[config.mk]
export PLATFORM = sky130hd
export DESIGN_NAME = rast_tri_arb
export DESIGN_NICKNAME = d
export VERILOG_FILES = /design/src/rtl/rast_tri_arb_pkg.sv /design/src/rtl/rast_rr_arb2.sv /design/src/rtl/rast_tri_arb.sv
export SDC_FILE = /design/constraint.sdc
export NUM_CORES = 1
export LEC_CHECK = 0
export BUFFER_PORTS_ARGS = -buffer_cell sky130_fd_sc_hd__buf_2
export CAP_MARGIN = 20
export CELL_PAD_IN_SITES_DETAIL_PLACEMENT = 1
export CELL_PAD_IN_SITES_GLOBAL_PLACEMENT = 2
export CORE_AREA = 3 3 384 386
export DETAILED_ROUTE_END_ITERATION = 7
export DIE_AREA = 0 0 387 389
export PLACE_DENSITY = 0.52
export REMOVE_ABC_BUFFERS = 1
export SLEW_MARGIN = 40
export SYNTH_ARGS = -nofsm -noshare
export SYNTH_HDL_FRONTEND = slang
export SYNTH_SLANG_ARGS = --single-unit
[constraint.sdc]
create_clock -name clk -period 4.3 [get_ports clk]
set_input_delay 0.215 -clock clk [delete_from_list [all_inputs] [get_ports clk]]
set_output_delay 0.215 -clock clk [all_outputs]
set_load 0.05 [all_outputs]
[src/rtl/rast_tri_arb_pkg.sv]
// Shared types and constants for the triangle arbiter: FSM states, power-on
// configuration and the subSample one-hot decode.
package rast_tri_arb_pkg;

  typedef enum logic [1:0] {
    ST_RUN   = 2'd0,
    ST_DRAIN = 2'd1,
    ST_QUIET = 2'd2,
    ST_APPLY = 2'd3
  } state_e;

  // Default screen is 512.0 in fixed point; the top shifts by its RADIX.
  localparam int unsigned DEF_SCREEN_WHOLE = 32'd512;
  localparam logic [3:0]  DEF_SUBSAMPLE    = 4'b0100;
  localparam logic [1:0]  DEF_SS_W_LG2     = 2'd1;

  typedef struct packed {
    logic       legal;
    logic [1:0] lg2;
  } ss_dec_t;

  function automatic ss_dec_t ss_decode(input logic [3:0] ss);
    ss_dec_t r;
    case (ss)
      4'b1000: r = '{legal: 1'b1, lg2: 2'd0};
      4'b0100: r = '{legal: 1'b1, lg2: 2'd1};
      4'b0010: r = '{legal: 1'b1, lg2: 2'd2};
      4'b0001: r = '{legal: 1'b1, lg2: 2'd3};
      default: r = '{legal: 1'b0, lg2: 2'd0};
    endcase
    return r;
  endfunction

endpackage

[src/rtl/rast_rr_arb2.sv]
// Two-way round-robin arbiter: the grant is combinational from the valids and
// the pointer; the pointer follows the winner only when a transfer happens.
module rast_rr_arb2 (
  input  logic       clk,
  input  logic       rst_n,
  input  logic [1:0] vld,
  input  logic       adv,
  output logic [1:0] grant
);

  logic ptr_q;
  logic ptr_d;

  // Grant: a lone requester wins; on a tie the one not holding the pointer wins.
  always_comb begin
    grant = 2'b00;
    case (vld)
      2'b01:   grant = 2'b01;
      2'b10:   grant = 2'b10;
      2'b11:   grant = ptr_q ? 2'b01 : 2'b10;
      default: grant = 2'b00;
    endcase
  end

  // Pointer next state: move to the granted index on a transfer only.
  always_comb begin
    if (adv && (grant != 2'b00)) begin
      ptr_d = grant[1];
    end else begin
      ptr_d = ptr_q;
    end
  end

  // Pointer register; reset to 1 so requester 0 wins the first tie.
  always_ff @(posedge clk or negedge rst_n) begin
    if (!rst_n) begin
      ptr_q <= 1'b1;
    end else begin
      ptr_q <= ptr_d;
    end
  end

endmodule

[src/rtl/rast_tri_arb.sv]
// Arbitrates two triangle sources into a single registered rasterizer stage and
// applies screen/subSample changes only after the pipe has drained and gone quiet.
module rast_tri_arb
  import rast_tri_arb_pkg::*;
#(
  parameter int SIGFIG    = 24,
  parameter int RADIX     = 10,
  parameter int VERTS     = 3,
  parameter int AXIS      = 3,
  parameter int COLORS    = 3,
  parameter int DRAIN_CYC = 16
) (
  input  logic                                          clk,
  input  logic                                          rst_RnnnnL,
  input  logic [1:0]                                    req_vld_R0H,
  input  logic signed [1:0][VERTS-1:0][AXIS-1:0][SIGFIG-1:0] req_tri_R0S,
  input  logic [1:0][COLORS-1:0][SIGFIG-1:0]            req_color_R0U,
  output logic [1:0]                                    req_rdy_R0H,
  input  logic                                          halt_RnnnnL,
  output logic signed [VERTS-1:0][AXIS-1:0][SIGFIG-1:0] tri_R10S,
  output logic [COLORS-1:0][SIGFIG-1:0]                 color_R10U,
  output logic                                          validTri_R10H,
  output logic                                          src_R10U,
  input  logic                                          cfg_vld_RnnnnH,
  input  logic signed [1:0][SIGFIG-1:0]                 cfg_screen_RnnnnS,
  input  logic [3:0]                                    cfg_subSample_RnnnnU,
  output logic                                          cfg_rdy_RnnnnH,
  output logic signed [1:0][SIGFIG-1:0]                 screen_RnnnnS,
  output logic [3:0]                                    subSample_RnnnnU,
  output logic [1:0]                                    ss_w_lg2_RnnnnS,
  output logic                                          cfg_err_RnnnnH,
  output logic                                          busy_RnnnnH
);

  localparam logic [SIGFIG-1:0] DEF_SCR  = SIGFIG'(DEF_SCREEN_WHOLE) << RADIX;
  localparam logic [4:0]        QUIET_LAST = 5'(DRAIN_CYC - 1);

  state_e state_q, state_d;
  logic [4:0] cnt_q, cnt_d;
  logic valid_q, valid_d, src_q, src_d;
  logic [VERTS-1:0][AXIS-1:0][SIGFIG-1:0] tri_q, tri_d;
  logic [COLORS-1:0][SIGFIG-1:0] color_q, color_d;
  logic [1:0][SIGFIG-1:0] screen_q, screen_d;
  logic [3:0] ss_q, ss_d;
  logic [1:0] lg2_q, lg2_d;
  logic err_q, err_d, cfg_rdy_q, cfg_rdy_d, busy_q, busy_d;

  logic [1:0] grant_s;
  logic load_ok_s, load_s;
  ss_dec_t dec_s;

  assign load_ok_s = (state_q == ST_RUN) && (!valid_q || halt_RnnnnL);
  assign load_s    = load_ok_s && (req_vld_R0H != 2'b00);
  assign dec_s     = ss_decode(cfg_subSample_RnnnnU);
  // Gated by reset so no requester sees an accept while the block is held in reset.
  assign req_rdy_R0H = grant_s & {2{load_ok_s & rst_RnnnnL}};

  rast_rr_arb2 u_rr (
    .clk   (clk),
    .rst_n (rst_RnnnnL),
    .vld   (req_vld_R0H),
    .adv   (load_ok_s),
    .grant (grant_s)
  );

  // Output stage next state: load wins over consume, consume only drops the valid.
  always_comb begin
    valid_d = valid_q;
    src_d   = src_q;
    tri_d   = tri_q;
    color_d = color_q;
    if (load_s) begin
      valid_d = 1'b1;
      src_d   = grant_s[1];
      tri_d   = req_tri_R0S[grant_s[1]];
      color_d = req_color_R0U[grant_s[1]];
    end else if (valid_q && halt_RnnnnL) begin
      valid_d = 1'b0;
    end else begin
      valid_d = valid_q;
    end
  end

  // Config FSM next state, quiet counter and configuration update.
  always_comb begin
    state_d  = state_q;
    cnt_d    = 5'd0;
    screen_d = screen_q;
    ss_d     = ss_q;
    lg2_d    = lg2_q;
    err_d    = err_q;
    case (state_q)
      ST_RUN: begin
        if (cfg_vld_RnnnnH) state_d = ST_DRAIN;
        else                state_d = ST_RUN;
      end
      ST_DRAIN: begin
        if (!valid_q) state_d = ST_QUIET;
        else          state_d = ST_DRAIN;
      end
      ST_QUIET: begin
        if (cnt_q == QUIET_LAST) state_d = ST_APPLY;
        else if (halt_RnnnnL)    cnt_d   = cnt_q + 5'd1;
        else                     cnt_d   = 5'd0;
      end
      ST_APPLY: begin
        state_d = ST_RUN;
        if (dec_s.legal) begin
          screen_d = cfg_screen_RnnnnS;
          ss_d     = cfg_subSample_RnnnnU;
          lg2_d    = dec_s.lg2;
          err_d    = 1'b0;
        end else begin
          err_d    = 1'b1;
        end
      end
      default: state_d = ST_RUN;
    endcase
    cfg_rdy_d = (state_d == ST_APPLY);
    busy_d    = (state_d != ST_RUN) || valid_d;
  end

  // All state: FSM, output stage and configuration registers.
  always_ff @(posedge clk or negedge rst_RnnnnL) begin
    if (!rst_RnnnnL) begin
      state_q   <= ST_RUN;
      cnt_q     <= 5'd0;
      valid_q   <= 1'b0;
      src_q     <= 1'b0;
      tri_q     <= '0;
      color_q   <= '0;
      screen_q  <= {DEF_SCR, DEF_SCR};
      ss_q      <= DEF_SUBSAMPLE;
      lg2_q     <= DEF_SS_W_LG2;
      err_q     <= 1'b0;
      cfg_rdy_q <= 1'b0;
      busy_q    <= 1'b0;
    end else begin
      state_q   <= state_d;
      cnt_q     <= cnt_d;
      valid_q   <= valid_d;
      src_q     <= src_d;
      tri_q     <= tri_d;
      color_q   <= color_d;
      screen_q  <= screen_d;
      ss_q      <= ss_d;
      lg2_q     <= lg2_d;
      err_q     <= err_d;
      cfg_rdy_q <= cfg_rdy_d;
      busy_q    <= busy_d;
    end
  end

  assign validTri_R10H    = valid_q;
  assign src_R10U         = src_q;
  assign tri_R10S         = tri_q;
  assign color_R10U       = color_q;
  assign screen_RnnnnS    = screen_q;
  assign subSample_RnnnnU = ss_q;
  assign ss_w_lg2_RnnnnS  = lg2_q;
  assign cfg_err_RnnnnH   = err_q;
  assign cfg_rdy_RnnnnH   = cfg_rdy_q;
  assign busy_RnnnnH      = busy_q;

endmodule

-- After elaboration in Yosys (flattened, before gate mapping)
Index checks and enable logic that the tools add are counted.
- $lt $le $gt $ge: 1
- add/subtract/negate cells: 1
- reductions and logical operators: 12
- mux-type cells: 17
- eq/ne operators: 12
- bitwise gates (word level): 2
- operators with widths (operator ; number):
    216-bit 2-to-1 mux ; 2
    72-bit 2-to-1 mux ; 2
    5-bit 2-to-1 mux ; 3
    3-bit one-hot mux with 4 select lines ; 1
    2-bit equality test (second input constant) ; 5
    2-bit one-hot mux with 4 select lines ; 1
    2-bit 2-to-1 mux ; 3
    2-bit one-hot mux with 3 select lines ; 1
    2-bit nonzero test ; 3
    5-bit by 1-bit adder with 5-bit output (second input constant) ; 1
    5-bit by 4-bit equality test with 1-bit output (second input constant) ; 1
    2-bit by 1-bit equality test with 1-bit output (second input constant) ; 2
    4-bit by 1-bit equality test with 1-bit output (second input constant) ; 1
    4-bit by 2-bit equality test with 1-bit output (second input constant) ; 1
    4-bit by 3-bit equality test with 1-bit output (second input constant) ; 1
    4-bit equality test (second input constant) ; 1
    1-bit logical AND ; 4
    1-bit 2-to-1 mux ; 4
    2-bit AND ; 1
    2-bit zero test ; 1
    1-bit logical OR ; 2
    1-bit by 2-bit < comparator with 1-bit output (second input constant) ; 1
    2-bit AND reduction ; 1
    1-bit AND ; 1
    1-bit zero test ; 1
- register bits: 355
- output and inout bits: 349
- input port bits: 634

-- Longest topological paths before layout
- word-level depth: 6
- mapped depth: 8

-- Hierarchy
Synthesis repeated with hierarchy kept, for this count alone.
- cell total of the unflattened synthesis: 1134
- area, all modules: 16916.2 µm²
- modules (own cells, without submodules) (module ; seq. area each (µm²) ; area an instance (µm²) ; instances ; cells an instance):
    rast_tri_arb ; 8863.5 ; 16859.9 ; 1 ; 1128
    rast_rr_arb2 ; 26.3 ; 56.3 ; 1 ; 6

-- Worst setup path before layout
Ideal clock, no wire load.
- path kind: register to output
- start: reg valid_q (netlist: validTri_R10H)
- end: out req_rdy_R0H[0]
- slack: 1.347 ns
- data arrival time: 2.738 ns
- stages on the path, launching flop included: 8
- path through: dfrtp_1 nor2b_1 clkbuf_1 or3_1 clkbuf_1 buf_6 buf_6 nor3_1
- word-level cells in the longest chain between the ends: 5
- ends and longest elaborated chain (item ; line ; RTL):
    start: declaration ; rast_tri_arb.sv:40 ; logic valid_q, valid_d, src_q, src_d;
    start signal: assignment ; rast_tri_arb.sv:141 ; valid_q <= valid_d;
    1-bit zero test ; n/a ;
    1-bit logical OR ; rast_tri_arb.sv:52 ; assign load_ok_s = (state_q == ST_RUN) && (!valid_q || halt_RnnnnL);
    1-bit logical AND ; rast_tri_arb.sv:52 ;
    1-bit AND ; rast_tri_arb.sv:56 ; assign req_rdy_R0H = grant_s & {2{load_ok_s & rst_RnnnnL}};
    2-bit AND ; rast_tri_arb.sv:56 ;
    end: declaration ; rast_tri_arb.sv:18 ; output logic [1:0] req_rdy_R0H,
No other way between the ends.

-- Final worst setup path
- start: reg state_q[0]
- end: reg color_q, in the netlist color_R10U[50]
- word-level cells in the longest chain between the ends: 3
- ends and longest elaborated chain (item ; line ; RTL):
    start: declaration ; rast_tri_arb.sv:38 ; state_e state_q, state_d;
    start signal: assignment ; rast_tri_arb.sv:139 ; state_q <= state_d;
    2-bit zero test ; rast_tri_arb.sv:52 ;
    1-bit logical AND ; rast_tri_arb.sv:52 ;
    1-bit logical AND ; rast_tri_arb.sv:53 ; assign load_s = load_ok_s && (req_vld_R0H != 2'b00);
    end signal: assignment ; rast_tri_arb.sv:144 ; color_q <= color_d;
    end: declaration ; rast_tri_arb.sv:42 ; logic [COLORS-1:0][SIGFIG-1:0] color_q, color_d;
No other way between the ends.
A chain may end at the register's enable or synchronous reset.

==> impl_metrics.json <==
{
  "tightest_slew_ps": 920.3,
  "fill_cells": 16970,
  "grt_pass1_wl_um": 195800,
  "die_area_um2": 150500,
  "clkSlewWorstSetupHoldPaths_ps": 50,
  "start_util_pct": 13.32,
  "ios": 983,
  "io_buffers": 982,
  "dr_total_vias": 24180,
  "async_reset_ff_share_pct": 100.0,
  "status": "finished clean",
  "synthFlopType": "dfrtp_1",
  "worstPathArrival_ps": 3590,
  "synthDistinctLibCells": 46,
  "clockRootBuffer": "clkbuf_16",
  "maxSlewHeadroom_pct": 38.65,
  "ys_warn_count": 0,
  "setup_viol": 0,
  "syn_avg_cell_area_um2": 9.061,
  "cts_tree": "done",
  "yosysSeqAreaShare_pct": 46.41,
  "die_w_um": 387,
  "rows": 139,
  "setup.worst_path.class": "reg2reg",
  "grt_start_max_net_pins": 136,
  "via_per_inst": 4.380,
  "ir_drop_v": 0.0003051,
  "cp.required_ps": 4860,
  "grt_usage_pct": 17.53,
  "fin_crit_sh_pct": 70.46,
  "max_cap_viol_count": 0,
  "htreeDepth": 2,
  "syn_inst": 2114,
  "rsz0062_at_grt": "false",
  "clockBufferDepth": 3,
  "ys_ff_latch": 355,
  "finClkSkew_ps": 17.93,
  "hpwl_um": 95710,
  "drt_iter0_markers": 1100,
  "final_core_util_pct": 23.56,
  "post_cts_buffers": 0,
  "cp-start-kind": "flip-flop",
  "worstHoldPathType": "in2async",
  "ant_nets": 0,
  "grt_overflow": 0,
  "nets": 4185,
  "routedWlPerCell_um": 25.18,
  "coreArea_um2": 143800,
  "clkLatencyLatePin_ps": 640,
  "synth_edf_count": 0,
  "worst_hold_slack_ps": 117.5,
  "fin_crit_ps": 3030,
  "fmax_ghz": 0.3300,
  "numClockSinks": 355,
  "dr.pass1.iters": 4,
  "multi_input_area_um2": 9006,
  "power_leakage_nw": 15.17,
  "seq_area_um2": 8890,
  "syn_area_um2": 19150,
  "antenna_found_initial": 63,
  "maxSlewViolCount": 0,
  "route.detailed.drc": 0,
  "area_growth_syn_to_layout_pct": 76.88,
  "die_h_um": 389,
  "final_layout_size_suffix_gt1_share_pct": 31.54,
  "power_density_nw_per_um2": 781.0,
  "cts.repair.resized": 0,
  "cts_hold_repair.buffers": 627,
  "wl_um": 139000,
  "worst-path-max-fanout": 57,
  "hold_violations": 0,
  "end_kind": "flip-flop",
  "cts_made_buffers": 52,
  "grt_pass1_vias": 26210,
  "gp_congestion": 0.7971
}
[layout make-up]
class / count / area share [%]
Antenna cell: 32 / 0.2363
Clock buffer: 82 / 4.527
Clock inverter: 9 / 0.2511
Inverter: 6 / 0.06647
Multi-Input combinational cell: 1470 / 26.58
Sequential cell: 355 / 26.24
Tap cell: 1903 / 7.028
Timing Repair Buffer: 1664 / 35.07
[final timing paths]
kind	startpoint	to	slack [ps]	cells past startpoint
max	state_q[0]	color_R10U[50]	1270	6
min	rst_RnnnnL	tri_R10S[87]	120	2
max reg2reg	state_q[0]	color_R10U[50]	1270	6
min reg2reg	cnt_q[0]	cnt_q[0]	470	1
max in group asynchronous	rst_RnnnnL	u_rr.ptr_q	2780	4
min in group clk	cfg_subSample_RnnnnU[1]	subSample_RnnnnU[1]	120	2
[synthesized netlist by cell type (3+ instances only)]
cell type / n / area [um2]
dfstp_2: 5 / 131.4
a2bb2oi_1: 48 / 420.4
o41ai_1: 3 / 26.28
dfrtp_1: 350 / 8758
nor2_1: 297 / 1115
o31ai_1: 578 / 4339
buf_2: 3 / 15.01
buf_6: 32 / 360.4
a21oi_1: 292 / 1461
o21ai_0: 5 / 25.02
o211ai_1: 48 / 360.4
inv_1: 6 / 22.52
o2111ai_1: 48 / 420.4
clkbuf_1: 218 / 818.3
or3_1: 4 / 25.02
nor3_1: 3 / 15.01
buf_1: 30 / 112.6
nand2_1: 101 / 379.1
[logic make-up (layout without fill, tap and decap cells)]
group	Yosys count	count (layout)	share of synthesized area, %
buf+inv	289	1761	6.937
other cells	0	32	0
fa+ha+maj	2	2	0.1306
xor+xnor	4	4	0.1829
compound gates	1033	1033	37.30
flops	355	355	46.41
mux	3	3	0.1698
simple gates	428	428	8.864
[worst max-delay path, stage by stage (launching register included)]
cell           delay, ps
dfrtp_1              480
or2_4                380
buf_4                460
buf_4                690
o31ai_1              160
o31ai_1              110
dlygate4sd3_1        590
[per-layer routing]
layer / part of all wire (%) / GRT usage, % / vias to the layer above
met3: 7.9 / 6.118 / 231
met1: 40 / 20.62 / 12160
met2: 47 / 29.41 / 794
li1: - / - / 10950
met5: 0.21 / 0 / -
met4: 4.2 / 6.413 / 48
[where the power goes]
part	total, mW	internal, mW	switching, mW
combinational	16.4	5.38	11.0
clock	4.28	2.44	1.85
sequential	5.79	4.82	0.963
[cells in the final DEF, fill, tap and decap left out, types with 48 or more instances in the layout]
cell type        n
nor2_1         296
o31ai_1        578
o211ai_1        48
dfrtp_1        350
o2111ai_1       48
a2bb2oi_1       48
dlygate4sd3_1  627
clkbuf_16       52
buf_2          980
a21oi_1        292
nand2_1        100
[flip-flops by register name, summed over array words and instances (netlist names)]
register,flops
u_rr.ptr_q,1
busy_RnnnnH,1
cfg_rdy_RnnnnH,1
tri_R10S,216
cnt_q,5
screen_RnnnnS,48
state_q,2
color_R10U,72
subSample_RnnnnU,4
validTri_R10H,1
src_R10U,1
ss_w_lg2_RnnnnS,2
cfg_err_RnnnnH,1
[through the flow]
step / area (um2) / worst slack (ps) / TNS (ps) / cells / total power, mW
2_1_floorplan: 17850 / -12060 / -3226070 / 1831 / 14.10
3_3_place_gp: 25770 / 1647 / 0 / 4766 / 19.49
3_5_place_dp: 25800 / 1737 / 0 / 4767 / 19.56
4_1_cts: 33700 / 1163 / 0 / 5485 / 26.72
5_1_grt: 33830 / 1067 / 0 / 5501 / 27.89
6_report: 33880 / 1270 / 0 / 5521 / 26.46
Note: power is estimated with default switching activity, not from simulation.
